**src/rtl/nibbler_pkg.sv**
```systemverilog
// Shared definitions for the Nibbler uP and its program loader.
// Holds the program memory geometry (matches the uP PC / ROM), the loader
// sync byte and the loader state encoding.
package nibbler_pkg;

   localparam int unsigned PROG_ADDR_W  = 12;
   localparam int unsigned PROG_DATA_W  = 8;
   localparam logic [7:0]  LOADER_MAGIC = 8'hA5;

   typedef enum logic [2:0] {
      LD_IDLE   = 3'd0,
      LD_SYNC   = 3'd1,
      LD_LEN_HI = 3'd2,
      LD_LEN_LO = 3'd3,
      LD_DATA   = 3'd4,
      LD_CHK    = 3'd5,
      LD_DONE   = 3'd6,
      LD_ERR    = 3'd7
   } loader_state_e;

endpackage

```
**src/rtl/nibbler_prog_loader_if.sv**
```systemverilog
// Byte stream in / program memory write bus out of the program loader.
//   rx_valid, rx_data : incoming stream byte and its valid flag
//   rx_ready          : loader can accept a byte this cycle
//   mem_we            : program memory write strobe, one cycle per byte
//   mem_addr          : program memory write address
//   mem_wdata         : program memory write data
// Modport master is the loader (it masters the memory bus and answers the
// stream); modport slave is the surrounding system.
interface nibbler_prog_loader_if
   import nibbler_pkg::*;
#(
   parameter int unsigned ADDR_W = PROG_ADDR_W,
   parameter int unsigned DATA_W = PROG_DATA_W
);

   logic              rx_valid;
   logic [7:0]        rx_data;
   logic              rx_ready;
   logic              mem_we;
   logic [ADDR_W-1:0] mem_addr;
   logic [DATA_W-1:0] mem_wdata;

   modport master (
      input  rx_valid, rx_data,
      output rx_ready, mem_we, mem_addr, mem_wdata
   );

   modport slave (
      output rx_valid, rx_data,
      input  rx_ready, mem_we, mem_addr, mem_wdata
   );

endinterface

```
**src/rtl/nibbler_loader_timeout.sv**
```systemverilog
// Idle-cycle watchdog for the program loader.
//   clk, rst_n : clock, asynchronous active-low reset
//   en_i       : count while high; counter is cleared while low
//   clr_i      : clear (reload to zero); has priority over expiry
//   expired_o  : high in the cycle that completes TIMEOUT idle cycles
module nibbler_loader_timeout #(
   parameter int unsigned TIMEOUT = 1024
) (
   input  logic clk,
   input  logic rst_n,
   input  logic en_i,
   input  logic clr_i,
   output logic expired_o
);

   localparam int unsigned CW = $clog2(TIMEOUT + 1);

   logic [CW-1:0] cnt_q, cnt_d;
   logic          at_limit;

   // cnt_q holds the number of idle cycles already completed, so the
   // TIMEOUT-th idle cycle is the one where cnt_q == TIMEOUT-1.
   assign at_limit  = (cnt_q == CW'(TIMEOUT - 1));
   assign expired_o = en_i & ~clr_i & at_limit;

   always_comb begin
      cnt_d = cnt_q;
      if (clr_i || !en_i) begin
         cnt_d = '0;
      end else if (!at_limit) begin
         cnt_d = cnt_q + 1'b1;
      end
   end

   always_ff @(posedge clk or negedge rst_n) begin
      if (!rst_n) begin
         cnt_q <= '0;
      end else begin
         cnt_q <= cnt_d;
      end
   end

endmodule

```
**src/rtl/nibbler_prog_loader.sv**
```systemverilog
// Nibbler program loader: receives a framed byte stream
// (MAGIC, LEN_HI, LEN_LO, N data bytes, CHK) and writes the data bytes into
// program memory from address 0, holding the uP in reset meanwhile.
//   clk, reset : clock, asynchronous active-low reset
//   start      : single-cycle load request (ignored while busy)
//   bus        : stream handshake in, program memory write bus out
//   cpu_hold   : hold the uP in reset while high
//   busy       : frame in progress
//   done, err  : sticky result of the last load
module nibbler_prog_loader
   import nibbler_pkg::*;
#(
   parameter int unsigned ADDR_W  = PROG_ADDR_W,
   parameter int unsigned DATA_W  = PROG_DATA_W,
   parameter logic [7:0]  MAGIC   = LOADER_MAGIC,
   parameter int unsigned TIMEOUT = 1024
) (
   input  logic                  clk,
   input  logic                  reset,
   input  logic                  start,
   nibbler_prog_loader_if.master bus,
   output logic                  cpu_hold,
   output logic                  busy,
   output logic                  done,
   output logic                  err
);

   localparam logic [2:0] ST_IDLE   = LD_IDLE;
   localparam logic [2:0] ST_SYNC   = LD_SYNC;
   localparam logic [2:0] ST_LEN_HI = LD_LEN_HI;
   localparam logic [2:0] ST_LEN_LO = LD_LEN_LO;
   localparam logic [2:0] ST_DATA   = LD_DATA;
   localparam logic [2:0] ST_CHK    = LD_CHK;
   localparam logic [2:0] ST_DONE   = LD_DONE;
   localparam logic [2:0] ST_ERR    = LD_ERR;

   logic [2:0]        state_q, state_d;
   logic [ADDR_W-1:0] len_q, len_d;
   logic [ADDR_W-1:0] addr_q, addr_d;
   logic [7:0]        csum_q, csum_d;
   logic              mem_we_q, mem_we_d;
   logic [ADDR_W-1:0] mem_addr_q, mem_addr_d;
   logic [DATA_W-1:0] mem_wdata_q, mem_wdata_d;
   logic              busy_q, busy_d;
   logic              hold_q, hold_d;
   logic              done_q, done_d;
   logic              err_q, err_d;

   logic              rx_ready;
   logic              accept;
   logic              tmo_en;
   logic              tmo_expired;
   logic [7:0]        chk_sum;
   logic [ADDR_W-1:0] len_full;

   always_comb begin
      rx_ready = 1'b0;
      tmo_en   = 1'b0;
      case (state_q)
         ST_SYNC:                             rx_ready = 1'b1;
         ST_LEN_HI, ST_LEN_LO, ST_DATA, ST_CHK: begin
            rx_ready = 1'b1;
            tmo_en   = 1'b1;
         end
         default: ;
      endcase
   end

   assign accept   = bus.rx_valid & rx_ready;
   assign chk_sum  = csum_q + bus.rx_data;
   assign len_full = {len_q[ADDR_W-1:8], bus.rx_data};

   nibbler_loader_timeout #(
      .TIMEOUT (TIMEOUT)
   ) u_timeout (
      .clk       (clk),
      .rst_n     (reset),
      .en_i      (tmo_en),
      .clr_i     (accept),
      .expired_o (tmo_expired)
   );

   always_comb begin
      state_d     = state_q;
      len_d       = len_q;
      addr_d      = addr_q;
      csum_d      = csum_q;
      mem_we_d    = 1'b0;
      mem_addr_d  = mem_addr_q;
      mem_wdata_d = mem_wdata_q;
      busy_d      = busy_q;
      hold_d      = hold_q;
      done_d      = done_q;
      err_d       = err_q;

      case (state_q)
         ST_IDLE, ST_DONE, ST_ERR: begin
            if (start) begin
               state_d = ST_SYNC;
               len_d   = '0;
               addr_d  = '0;
               csum_d  = '0;
               busy_d  = 1'b1;
               hold_d  = 1'b1;
               done_d  = 1'b0;
               err_d   = 1'b0;
            end
         end
         ST_SYNC: begin
            if (accept && bus.rx_data == MAGIC) begin
               state_d = ST_LEN_HI;
            end
         end
         ST_LEN_HI: begin
            if (accept) begin
               len_d[ADDR_W-1:8] = bus.rx_data[ADDR_W-9:0];
               state_d           = ST_LEN_LO;
            end
         end
         ST_LEN_LO: begin
            if (accept) begin
               len_d   = len_full;
               state_d = (len_full == '0) ? ST_CHK : ST_DATA;
            end
         end
         ST_DATA: begin
            if (accept) begin
               mem_we_d    = 1'b1;
               mem_addr_d  = addr_q;
               mem_wdata_d = bus.rx_data;
               csum_d      = chk_sum;
               addr_d      = addr_q + 1'b1;
               // Compare the index, not the incremented address, so a
               // 4095-byte frame finishes without addr_q ever wrapping.
               if (addr_q == len_q - 1'b1) begin
                  state_d = ST_CHK;
               end
            end
         end
         ST_CHK: begin
            if (accept) begin
               busy_d = 1'b0;
               hold_d = 1'b0;
               if (chk_sum == 8'h00) begin
                  state_d = ST_DONE;
                  done_d  = 1'b1;
               end else begin
                  state_d = ST_ERR;
                  err_d   = 1'b1;
               end
            end
         end
         default: state_d = ST_IDLE;
      endcase

      // Expiry is already masked by an accept inside the watchdog.
      if (tmo_expired) begin
         state_d = ST_ERR;
         busy_d  = 1'b0;
         hold_d  = 1'b0;
         err_d   = 1'b1;
      end
   end

   always_ff @(posedge clk or negedge reset) begin
      if (!reset) begin
         state_q     <= ST_IDLE;
         len_q       <= '0;
         addr_q      <= '0;
         csum_q      <= '0;
         mem_we_q    <= 1'b0;
         mem_addr_q  <= '0;
         mem_wdata_q <= '0;
         busy_q      <= 1'b0;
         hold_q      <= 1'b0;
         done_q      <= 1'b0;
         err_q       <= 1'b0;
      end else begin
         state_q     <= state_d;
         len_q       <= len_d;
         addr_q      <= addr_d;
         csum_q      <= csum_d;
         mem_we_q    <= mem_we_d;
         mem_addr_q  <= mem_addr_d;
         mem_wdata_q <= mem_wdata_d;
         busy_q      <= busy_d;
         hold_q      <= hold_d;
         done_q      <= done_d;
         err_q       <= err_d;
      end
   end

   assign bus.rx_ready  = rx_ready;
   assign bus.mem_we    = mem_we_q;
   assign bus.mem_addr  = mem_addr_q;
   assign bus.mem_wdata = mem_wdata_q;
   assign cpu_hold      = hold_q;
   assign busy          = busy_q;
   assign done          = done_q;
   assign err           = err_q;

endmodule

```
**src/flat_wrapper.sv**
```systemverilog
// flat-port wrapper written by rule: the top's interface ports become plain ports
module nibbler_prog_loader_flat import nibbler_pkg::*;
#(
   parameter int unsigned ADDR_W  = PROG_ADDR_W,
   parameter int unsigned DATA_W  = PROG_DATA_W,
   parameter logic [7:0]  MAGIC   = LOADER_MAGIC,
   parameter int unsigned TIMEOUT = 1024
)
  (clk, reset, start, cpu_hold, busy, done, err, bus_rx_valid, bus_rx_data, bus_rx_ready, bus_mem_we, bus_mem_addr, bus_mem_wdata);
  nibbler_prog_loader_if #(.ADDR_W(ADDR_W), .DATA_W(DATA_W)) bus_i ();
  input  logic clk;
  input  logic reset;
  input  logic start;
  output logic cpu_hold;
  output logic busy;
  output logic done;
  output logic err;
  input wire logic [$bits(bus_i.rx_valid)-1:0] bus_rx_valid;
  input wire logic [$bits(bus_i.rx_data)-1:0] bus_rx_data;
  output wire logic [$bits(bus_i.rx_ready)-1:0] bus_rx_ready;
  output wire logic [$bits(bus_i.mem_we)-1:0] bus_mem_we;
  output wire logic [$bits(bus_i.mem_addr)-1:0] bus_mem_addr;
  output wire logic [$bits(bus_i.mem_wdata)-1:0] bus_mem_wdata;
  assign bus_i.rx_valid = bus_rx_valid;
  assign bus_i.rx_data = bus_rx_data;
  assign bus_rx_ready = bus_i.rx_ready;
  assign bus_mem_we = bus_i.mem_we;
  assign bus_mem_addr = bus_i.mem_addr;
  assign bus_mem_wdata = bus_i.mem_wdata;
  nibbler_prog_loader #(.ADDR_W(ADDR_W), .DATA_W(DATA_W), .MAGIC(MAGIC), .TIMEOUT(TIMEOUT)) u_core (.clk(clk), .reset(reset), .start(start), .bus(bus_i), .cpu_hold(cpu_hold), .busy(busy), .done(done), .err(err));
endmodule
```
**config.mk**
```make
export PLATFORM = sky130hd
export DESIGN_NAME = nibbler_prog_loader_flat
export DESIGN_NICKNAME = d
export VERILOG_FILES = /design/src/rtl/nibbler_pkg.sv /design/src/rtl/nibbler_prog_loader_if.sv /design/src/rtl/nibbler_loader_timeout.sv /design/src/rtl/nibbler_prog_loader.sv /design/src/flat_wrapper.sv
export SDC_FILE = /design/constraint.sdc
export NUM_CORES = 1
export LEC_CHECK = 0
export CORE_AREA = 10 10 96 98
export DETAILED_ROUTE_END_ITERATION = 12
export DIE_AREA = 0 0 106 108
export GPL_ROUTABILITY_DRIVEN = 0
export HOLD_SLACK_MARGIN = 0.1
export MAX_ROUTING_LAYER = met4
export PLACE_DENSITY = 0.81
export SYNTH_ARGS = -nofsm -noshare
export SYNTH_HDL_FRONTEND = slang
export SYNTH_HIERARCHICAL = 1
export SYNTH_SLANG_ARGS = --single-unit
```
**constraint.sdc**
```tcl
create_clock -name clk -period 3 [get_ports clk]
set_input_delay 0.45 -clock clk [delete_from_list [all_inputs] [get_ports clk]]
set_output_delay 0.45 -clock clk [all_outputs]
set_load 0.005 [all_outputs]
```
After elaboration in Yosys (flattened, before gate mapping)
Cells that the tools add are included.
W data, S select, Z words.
Word-level totals
  logic and storage cells: 107
  bits in registers: 70
  input bits: 12
  output and inout port bits: 26
Cells by class
  multiplexer cells: 39
  bitwise gates (word level): 5
  reduce and logical (&&, ||, !) cells: 22
  add/subtract/negate cells: 4
  eq/ne operators: 25
Operators by type and width (count)
  $pmux W8 S2: 2
  $mux W12: 2
  $mux W3: 8
  $mux W8: 3
  $pmux W12 S2: 1
  $mux W11: 2
  $ne A3 B1 Y1 const B: 6
  $pmux W3 S6: 1
  $mux W1: 15
  $add A12 B1 Y12 const B: 1
  $eq A12 B12 Y1: 1
  $eq A3 B3 Y1 const B: 4
  $logic_not A12 Y1: 1
  $ne A2 B1 Y1 const B: 6
  $pmux W4 S3: 1
  $reduce_and A4 Y1: 3
  $sub A12 B1 Y12 const B: 1
  $add A11 B1 Y11 const B: 1
  $eq A11 B10 Y1 const B: 1
  $reduce_and A3 Y1: 3
  $add A8 B8 Y8: 1
  $eq A8 B8 Y1 const B: 1
  $logic_not A8 Y1: 1
  $reduce_bool A2 Y1: 4
  other kinds (18): 25

Logic depth before layout (Yosys ltp)
  word-level depth: 9
  depth in mapped cells: 10
  mapped depth without buffers: 9

Modules after synthesis
The synthesis kept the hierarchy.
Modules (own cells, without submodules)
  nibbler_prog_loader: seq. area each 1476.4 um2, cells each 392, times used 1, area an instance 3372.0 um2
  nibbler_loader_timeout: seq. area each 275.3 um2, cells each 65, times used 1, area an instance 578.1 um2

Worst setup path before layout
No wires, ideal clock.
  path kind: input -> register
  start: in bus_rx_data[0]
  end: reg u_core.state_q[0]
  setup slack: 0.552 ns
  path buffers: 0
  library setup time: 0.132 ns
  cell stages on the path: 9
  required time: 2.868 ns
  data arrival time: 2.315 ns
  cell sequence: ha_1 -> fa_1 -> a21o_1 -> a21oi_1 -> xnor2_1 -> a21boi_0 -> o2111ai_1 -> o311ai_1 -> mux2i_1
Between the ends
  cells in the longest elaborated chain, start to end: 6
  elaborated cells on any way between the ends: 13
  classes of those cells: 1 x add/sub; 2 x eq/ne; 6 x mux; 4 x reduce/logical
RTL lines
  start, declared: line flat_wrapper.sv:19  | input wire logic [$bits(bus_i.rx_data)-1:0] bus_rx_data;
  $add A8 B8 Y8: line nibbler_prog_loader.sv:70  | assign chk_sum = csum_q + bus.rx_data;
  $logic_not A8 Y1: line nibbler_prog_loader.sv:144  | if (chk_sum == 8'h00) begin
  $mux W1: line nibbler_prog_loader.sv:144
  $mux W3: line nibbler_prog_loader.sv:141  | if (accept) begin
  $pmux W3 S6: line nibbler_prog_loader.sv:96  | case (state_q)
  $mux W3: line nibbler_prog_loader.sv:157  | if (tmo_expired) begin
  end signal, assigned: line nibbler_prog_loader.sv:179  | state_q <= state_d;
  end, declared: line nibbler_prog_loader.sv:37  | logic [2:0] state_q, state_d;
Parallel ways exist; a longest one is shown, timed or not. The select of a mux whose other input is x is not followed.
A chain may end at the register's enable or synchronous reset.

Worst setup path after layout
Same ends and word-level chain as after synthesis.

==> results_dict.tcl <==
set metrics [dict create \
    root_buffer "clkbuf_8" \
    cts_tree "built" \
    ys_warn_count 6 \
    grt-ovfl-total 0 \
    relSlewSlack_pct 60.4 \
    drive_above_1_share_pct 8.27 \
    whs_ns 0.477 \
    wire_per_inst_um 15.7 \
    synth-xor-area-share_pct 6.11 \
    start_util_pct 53.0 \
    period_share_pct 92.5 \
    synth-edff-count 0 \
    rsz0062_at_grt "no" \
    p_per_area_nw_per_um2 797 \
    final_nets 526 \
    status "finished clean" \
    antenna_found_initial 0 \
    hold_class "flop to flop" \
    ys_types 59 \
    cap_violations 0 \
    syn_nets 480 \
    place_inst 593 \
    cp.arrival_ns 3.00 \
    synthAdderAreaFrac_pct 3.67 \
    crit_type "primary input to flop" \
    vias 3504 \
    p_leak_nw 2.14 \
    routed_wl_mm 9.56 \
    grt_use_total_pct 17.5 \
    die_h_um 108 \
    grt_max_degree 38 \
    drc 0 \
    ant_nets 0 \
    finalNonFillerCells 610 \
    grt_pass1_wl_mm 16.1 \
    hpwl_mm 6.88 \
    diodes 0 \
    syn_avg_cell_area_um2 8.64 \
    drtIter0Drc 307 \
    firstDrtPassIters 5 \
    finalWorstSetupSlack_ns 0.226 \
    synth_area_um2 3950 \
    cp-start-kind "primary input" \
    mostFrequentLayoutCells "nand2_1, dfrtp_1, clkdlybuf4s50_1, o21ai_0, nor2_1" \
    min_path_cells 2 \
    final_common_cell "nand2_1" \
    grt_pass1_vias 3334 \
    muxShareOfSynthArea_pct 1.27 \
    path_max_fanout 4 \
    seq_area_frac_synth_pct 44.3 \
    row_count 32 \
    numPortBuffers 37 \
    cts_inserted_buffers 9 \
    setup_violations 0 \
    ys_ff_latch 70 \
    finalHoldViolations 0 \
    path_clk_slew_ns 0.08 \
    async_flop_share_pct 100 \
    die_w_um 106 \
    fin_tns_setup_ns 0 \
    fillerInstances 644 \
    synth_compound_area_share_pct 14.9 \
    syn-instance-count 457 \
    period_needed_ns 2.77 \
    crit_path_end_kind "flop" \
    die_area_um2 11400 \
    max-vdd-ir-drop_v 0.000492 \
    cts_resized 0 \
    numClockSinks 70 \
    rr_worst_depth 7 \
    routed_via_density 5.74 \
    clk_latency_ns 0.35 \
    worst_pin_slew_ns 0.592 \
    timing.fmax_ghz 0.360 \
    clk_path_buf_depth 2 \
    ios 38 \
    synth_top_family_by_area "simple AND/OR/NAND/NOR gates" \
    fp.coreArea_um2 7450 \
    synthSimpleGateAreaFrac_pct 25.1 \
    finalMaxSlewViolations 0 \
    htree_num_levels 3 \
    fin_worst_skew_ns 0.0101 \
    synth_top_flop_cell "dfrtp_1" \
    crit_required_ns 3.22 \
    place_ws_ns -0.0774 \
    area_delta_synth_final_pct 18.4 \
]
==> path summary, 6_finish.rpt <==
kind / startpoint / endpoint / slack, ns
max in group asynchronous: reset / u_core/u_timeout/cnt_q[6]$_DFFE_PN0P_ / 1.75
max: bus_rx_data[0] / u_core/state_q[0]$_DFFE_PN0P_ / 0.23
min in group asynchronous: reset / u_core/bus.mem_addr[8]$_DFFE_PN0P_ / 0.51
min reg2reg: u_core/bus.mem_addr[10]$_DFFE_PN0P_ / u_core/bus.mem_addr[10]$_DFFE_PN0P_ / 0.48
min: u_core/bus.mem_addr[10]$_DFFE_PN0P_ / u_core/bus.mem_addr[10]$_DFFE_PN0P_ / 0.48
max reg2reg: u_core/len_q[4]$_DFFE_PN0P_ / u_core/state_q[0]$_DFFE_PN0P_ / 0.36
==> layout make-up <==
type / instances / area, µm² / area share [%]
Clock buffer: 9 / 124 / 2.65
Clock inverter: 7 / 80.1 / 1.71
Sequential cell: 70 / 1750 / 37.4
Tap cell: 102 / 128 / 2.73
Inverter: 17 / 63.8 / 1.36
Multi-Input combinational cell: 348 / 2010 / 43.0
Timing Repair Buffer: 57 / 518 / 11.1
==> metal layers <==
layer	vias to the layer above	global-route usage, %	part of all wire (%)
met2	108	28.4	49
met5	-	-	0
li1	1705	-	-
met1	1675	21.3	44
met4	0	6.67	1.7
met3	16	3.51	5.6
==> critical path: stages <==
cell             delay, ns
clkdlybuf4s50_1       0.43
ha_1                  0.24
fa_1                  0.41
a21o_1                0.19
a21oi_1               0.30
xnor2_1               0.18
a21boi_0              0.21
o2111ai_1             0.16
o311ai_1              0.32
mux2i_1               0.11
==> stage by stage <==
stage                     total power [W]  instance area (µm²)  util (%)
after detailed placement          0.00292                 4460      59.9
after global placement            0.00286                 4460      59.9
final                             0.00373                 4680      62.8
after CTS                         0.00373                 4680      62.8
after floorplan                   0.00238                 3950         -
after global routing              0.00400                 4680      62.8
==> synth_stat cells (all sizes together) (3+ instances only) <==
cell	number	area, µm²
nand2	93	349
dfrtp	70	1750
o21ai	34	170
nor2	32	120
nand3	29	145
a21oi	19	95.1
inv	16	60.1
nor3	15	75.1
xnor2	14	123
buf	11	80.1
clkbuf	11	41.3
xor2	11	96.3
ha	10	125
a31oi	9	56.3
nand2b	8	50.1
nand4	7	43.8
o31ai	6	45.0
mux2i	5	50.1
or3	5	31.3
and4	4	35.0
nor4	4	25.0
o211ai	4	30.0
and2	3	18.8
or4	3	27.5
==> logic make-up (layout without fill, tap and decap cells) <==
group                    count (synthesis)  after routing
AND/OR/NAND/NOR                        212            212
flip-flops                              70             70
adder cells (fa/ha/maj)                 11             11
AO/OA/AOI/OAI                           94             94
buffers and inverters                   39             90
XOR/XNOR                                26             26
multiplexers                             5              5
==> registers in the layout, summed over array words and instances, names as in the netlist, 3 cells and up <==
name / cells
u_core/len_q: 12
u_core/addr_q: 12
u_core/bus.mem_wdata: 8
u_core/bus.mem_addr: 12
u_core/state_q: 3
u_core/u_timeout/cnt_q: 11
u_core/csum_q: 8
==> power breakdown <==
group / switching [W] / internal (W)
logic: 0.000901 / 0.000722
clock network: 0.000399 / 0.000394
registers: 0.000177 / 0.00114
==> timing repair <==
item,CTS,global route
hold buffers,1,0
setup buffers,0,0
endpoints found under the hold margin,11,0
Note: power is estimated with default switching activity, not from simulation.
==> variant 1, RTL diff (config.mk and constraints unchanged) <==
Register the output `err` once more, without a reset; this adds one clock of latency there. The other outputs are not delayed to match.
--- a/src/rtl/nibbler_prog_loader.sv
+++ b/src/rtl/nibbler_prog_loader.sv
@@ -197,7 +197,9 @@
    assign cpu_hold      = hold_q;
    assign busy          = busy_q;
    assign done          = done_q;
-   assign err           = err_q;
+   always_ff @(posedge clk) begin
+      err <= err_q;
+   end
 
 endmodule
 
Function: changed (a bounded check fails within 10 cycles, from zero or initial values and one cycle with reset low).
==> variant 1 against the original RTL <==
Setup slack improved by 1.9 ps; first-iteration DRC count fell by 2.3%; routed wire length rose by 9.2%; area after synthesis rose by 2.1%; critical path depth rose by 1; design area rose by 3.3%; sequential cell count rose by 1; total power rose by 9.7%; critical endpoint unchanged.
==> variant 1: results (changes against the original RTL) <==
Placement
  – Cell count after placement: 607 (was 593)
  – Dpl hpwl: 7.68 mm (was 6.88 mm)
  – Post-Place Setup Slack: 0.794 ps (was -77.4 ps)

Yosys
  – Synth Instances: 467 (was 457)
  – Mux share of post-synthesis cell area: 0.248% (was 1.27%)
  – Post-synth ARST share: 98.6% (was 100%)
  – Synth Net Count: 490 (was 480)
  – Seq/Total Area, Yosys: 43.9% (was 44.3%)
  – Xor-xnor portion of the synthesized cell area: 5.21% (was 6.11%)
  – Yosys cell types: 66 (was 59)
  – Commonest cells post-synth: 92 x nand2_1, 70 x dfrtp_1, 37 x nor2_1 (was 93 x nand2_1, 70 x dfrtp_1, 34 x o21ai_0)
  – Post-synthesis cell area: 4030 um2 (was 3950 um2)
  – Seq cells post-synth: 71 (was 70)

Power
  – Comb power frac: 43.2% (was 43.5%)
  – Clk pwr: 0.969 mW (was 0.792 mW)
  – P_int: 2.52 mW (was 2.25 mW)

Detailed routing
  – DR WL met3: 837 um (was 537 um)
  – Metal1 wirelength: 4.40 mm (was 4.20 mm)
  – 1st-iter DRT viols: 300 (was 307)

Final layout
  – Non-clock buffers, area share: 11.5% (was 11.1%)
  – Cell area after layout: 4830 um2 (was 4680 um2)
  – Inverters: 22 (was 17)
  – Layout cells sized above 1: 11.1% (was 8.27%)
  – Non-filler cells, final: 624 (was 610)
  – Register Area: 1770 um2 (was 1750 um2)

Setup path
  – Worst setup path startpoint: u_core/u_timeout/cnt_q[0]$_DFFE_PN0P_ (was bus_rx_data[0])
  – Crit path DAT: 3060 ps (was 3000 ps)

Timing
  – Worst slew pin tran: 648 ps (was 592 ps)
  – Clk_skew: 6.90 ps (was 10.1 ps)

Global route
  – Global Route met2 Usage: 29.9% (was 28.4%)
  – Vias in the first global route: 3543 (was 3334)
  – Largest net degree at the start of global routing: 28 (was 38)
  – GRT met1 Usage: 22.4% (was 21.3%)
  – GRT Util Overall: 18.9% (was 17.5%)

Worst hold path
  – Hold path start: u_core/err_q$_DFFE_PN0P_ (was u_core/bus.mem_addr[10]$_DFFE_PN0P_)

Outcome
  – Outcome: completed (unchanged)
[variant 1: final timing paths]
path / to / slack, ps / cells after the start
setup / recovery: u_core/state_q[0]$_DFFE_PN0P_ / 230 / 11
hold / removal: u_core/err$_DFF_P_ / 440 / 0
setup reg to reg: u_core/state_q[0]$_DFFE_PN0P_ / 230 / 11
hold reg to reg: u_core/err$_DFF_P_ / 440 / 0
max in group asynchronous: u_core/len_q[9]$_DFFE_PN0P_ / 1670 / 3
min in group asynchronous: u_core/u_timeout/cnt_q[4]$_DFFE_PN0P_ / 600 / 2
[variant 1: critical path: stages (launching register included)]
cell     delay [ps]
dfrtp_1         390
ha_1            260
nand2_1         100
or4_4           600
nor2_1          420
nor2_1          120
nand2_1         100
o32ai_1          70
buf_4           170
a31oi_1         140
a41oi_1         160
o21ai_1         170
[variant 1: timing repair]
action	in CTS	in global routing
buffers inserted	0	0
hold endpoints to repair	21	0
hold buffers	1	0
==> variant 2, RTL diff (same flow settings) <==
Without the edit above. `TIMEOUT` is set to 1024 in 3 places; all go to 256.
--- a/src/rtl/nibbler_loader_timeout.sv
+++ b/src/rtl/nibbler_loader_timeout.sv
@@ -4,7 +4,7 @@
 //   clr_i      : clear (reload to zero); has priority over expiry
 //   expired_o  : high in the cycle that completes TIMEOUT idle cycles
 module nibbler_loader_timeout #(
-   parameter int unsigned TIMEOUT = 1024
+   parameter int unsigned TIMEOUT = 256
 ) (
    input  logic clk,
    input  logic rst_n,
--- a/src/rtl/nibbler_prog_loader.sv
+++ b/src/rtl/nibbler_prog_loader.sv
@@ -13,7 +13,7 @@
    parameter int unsigned ADDR_W  = PROG_ADDR_W,
    parameter int unsigned DATA_W  = PROG_DATA_W,
    parameter logic [7:0]  MAGIC   = LOADER_MAGIC,
-   parameter int unsigned TIMEOUT = 1024
+   parameter int unsigned TIMEOUT = 256
 ) (
    input  logic                  clk,
    input  logic                  reset,
--- a/src/flat_wrapper.sv
+++ b/src/flat_wrapper.sv
@@ -4,7 +4,7 @@
    parameter int unsigned ADDR_W  = PROG_ADDR_W,
    parameter int unsigned DATA_W  = PROG_DATA_W,
    parameter logic [7:0]  MAGIC   = LOADER_MAGIC,
-   parameter int unsigned TIMEOUT = 1024
+   parameter int unsigned TIMEOUT = 256
 )
   (clk, reset, start, cpu_hold, busy, done, err, bus_rx_valid, bus_rx_data, bus_rx_ready, bus_mem_we, bus_mem_addr, bus_mem_wdata);
   nibbler_prog_loader_if #(.ADDR_W(ADDR_W), .DATA_W(DATA_W)) bus_i ();
Behaviour: no difference found for any inputs over 10 cycles, from zero or initial values and one cycle with reset low; that may be too few to reach the edited logic, so the function may still have changed.
==> variant 2 against the original RTL <==
Design area shrank 0.62%; clock power grew 8.7%; area after synthesis shrank 1.1%; routed wire length grew 2.6%; register-to-register slack gained 100 ps; sequential cell count shrank 2; final cell count shrank 2.0%; setup slack gained 66 ps; total power grew 3.7%; highest routed layer unchanged.
==> variant 2: results (changes against the original RTL) <==
Yosys
  – Yosys cell types: 62 (was 59)
  – Seq/Total Area, Yosys: 43.6% (was 44.3%)
  – Synth Net Count: 473 (was 480)
  – Synth top area cells: dfrtp_1 44%, nand2_1 8.0%, nor2_1 3.7% (was dfrtp_1 44%, nand2_1 8.8%, o21ai_0 4.3%)
  – Post-synth ARST share: 100% (unchanged)
  – Commonest cells post-synth: 83 x nand2_1, 68 x dfrtp_1, 38 x nor2_1 (was 93 x nand2_1, 70 x dfrtp_1, 34 x o21ai_0)

Placement
  – Cell area after placement: 4420 um2 (was 4460 um2)
  – Cell count after placement: 582 (was 593)
  – Dpl hpwl: 7.12 mm (was 6.88 mm)

Global route
  – First-pass GRT wire length: 16.9 mm (was 16.1 mm)
  – GRT Util Overall: 18.6% (was 17.5%)
  – Largest net degree at the start of global routing: 69 (was 38)
  – Grt met3 use: 4.10% (was 3.51%)
  – Vias in the first global route: 3401 (was 3334)
  – Global Route met2 Usage: 29.3% (was 28.4%)

Detailed routing
  – DR WL met3: 798 um (was 537 um)
  – Metal1 wirelength: 4.21 mm (was 4.20 mm)
  – Vias/cell: 5.77 (was 5.74)
  – First-pass DRT Iterations: 6 (was 5)
  – 1st-iter DRT viols: 302 (was 307)
  – Wire per inst: 16.4 um (was 15.7 um)
  – WL final: 9.81 mm (was 9.56 mm)

Power
  – LEAKAGE: 2.10 nW (was 2.14 nW)
  – VDD IR-drop max: 468 uV (was 492 uV)
  – Sw frac: 38.9% (was 39.6%)

Final layout
  – # diodes: 0 (unchanged)
  – Nets: 515 (was 526)
  – Layout cells sized above 1: 10.3% (was 8.27%)

Setup path
  – Critical R2R Launch: u_core/csum_q[0]$_DFFE_PN0P_ (was u_core/len_q[4]$_DFFE_PN0P_)
  – Crit path DAT: 2960 ps (was 3000 ps)

Worst hold path
  – Worst Hold Class: input port to asynchronous set/reset pin (was flip-flop to flip-flop)

Outcome
  – Outcome: completed (unchanged)

Timing
  – Worst rel slew slack: 19.6% (was 60.4%)
  – Clk_skew: 13.2 ps (was 10.1 ps)
-- variant 2: per-stage QoR --
step	hold WS [ps]	power (mW)	TNS, ps	setup slack (ps)
3_5_place_dp	467	2.98	-163	-133
3_3_place_gp	460	2.92	-59.0	-59.0
6_report	110	3.86	0	291
5_1_grt	135	4.14	0	101
4_1_cts	116	3.85	0	238
2_1_floorplan	154	2.46	0	490
-- variant 2: final timing paths --
kind	end	slack [ps]	depth (start not counted)
min in group clk	u_core/bus.mem_addr[3]$_DFFE_PN0P_	480	2
max	u_core/err$_DFFE_PN0P_	290	9
min reg2reg	u_core/bus.mem_addr[3]$_DFFE_PN0P_	480	2
max in group asynchronous	u_core/len_q[11]$_DFFE_PN0P_	2580	2
min	u_core/done$_DFFE_PN0P_	110	2
max reg2reg	u_core/err$_DFFE_PN0P_	460	8
-- variant 2: cell type report --
type / instances / area [um2]
fill: 649 / 2800
clock inverter: 5 / 85.1
multi-input combinational: 333 / 1990
inverter: 24 / 90.1
tap: 102 / 128
sequential: 68 / 1700
clock buffer: 11 / 141
timing repair buffer: 55 / 513
-- variant 2: kinds of logic (layout without fill, tap and decap cells) --
group	after synthesis	after routing	share of synthesized area [%]
AO/OA/AOI/OAI	80	80	13.1
XOR/XNOR	27	27	6.05
adder cells (fa/ha/maj)	12	12	4.04
buffers and inverters	48	95	5.61
flip-flops	68	68	43.6
multiplexers	2	2	0.513
AND/OR/NAND/NOR	212	212	27.1
-- variant 2: power by group through the flow --
| stage | clock (mW) | combinational (mW) | sequential [mW] |
|---|---|---|---|
| final | 0.861 | 1.68 | 1.32 |
| after global routing | 0.919 | 1.87 | 1.35 |
| after CTS | 0.875 | 1.66 | 1.32 |
| after detailed placement | 0 | 1.65 | 1.33 |
| after global placement | 0 | 1.60 | 1.32 |
| after floorplan | 0 | 1.21 | 1.25 |
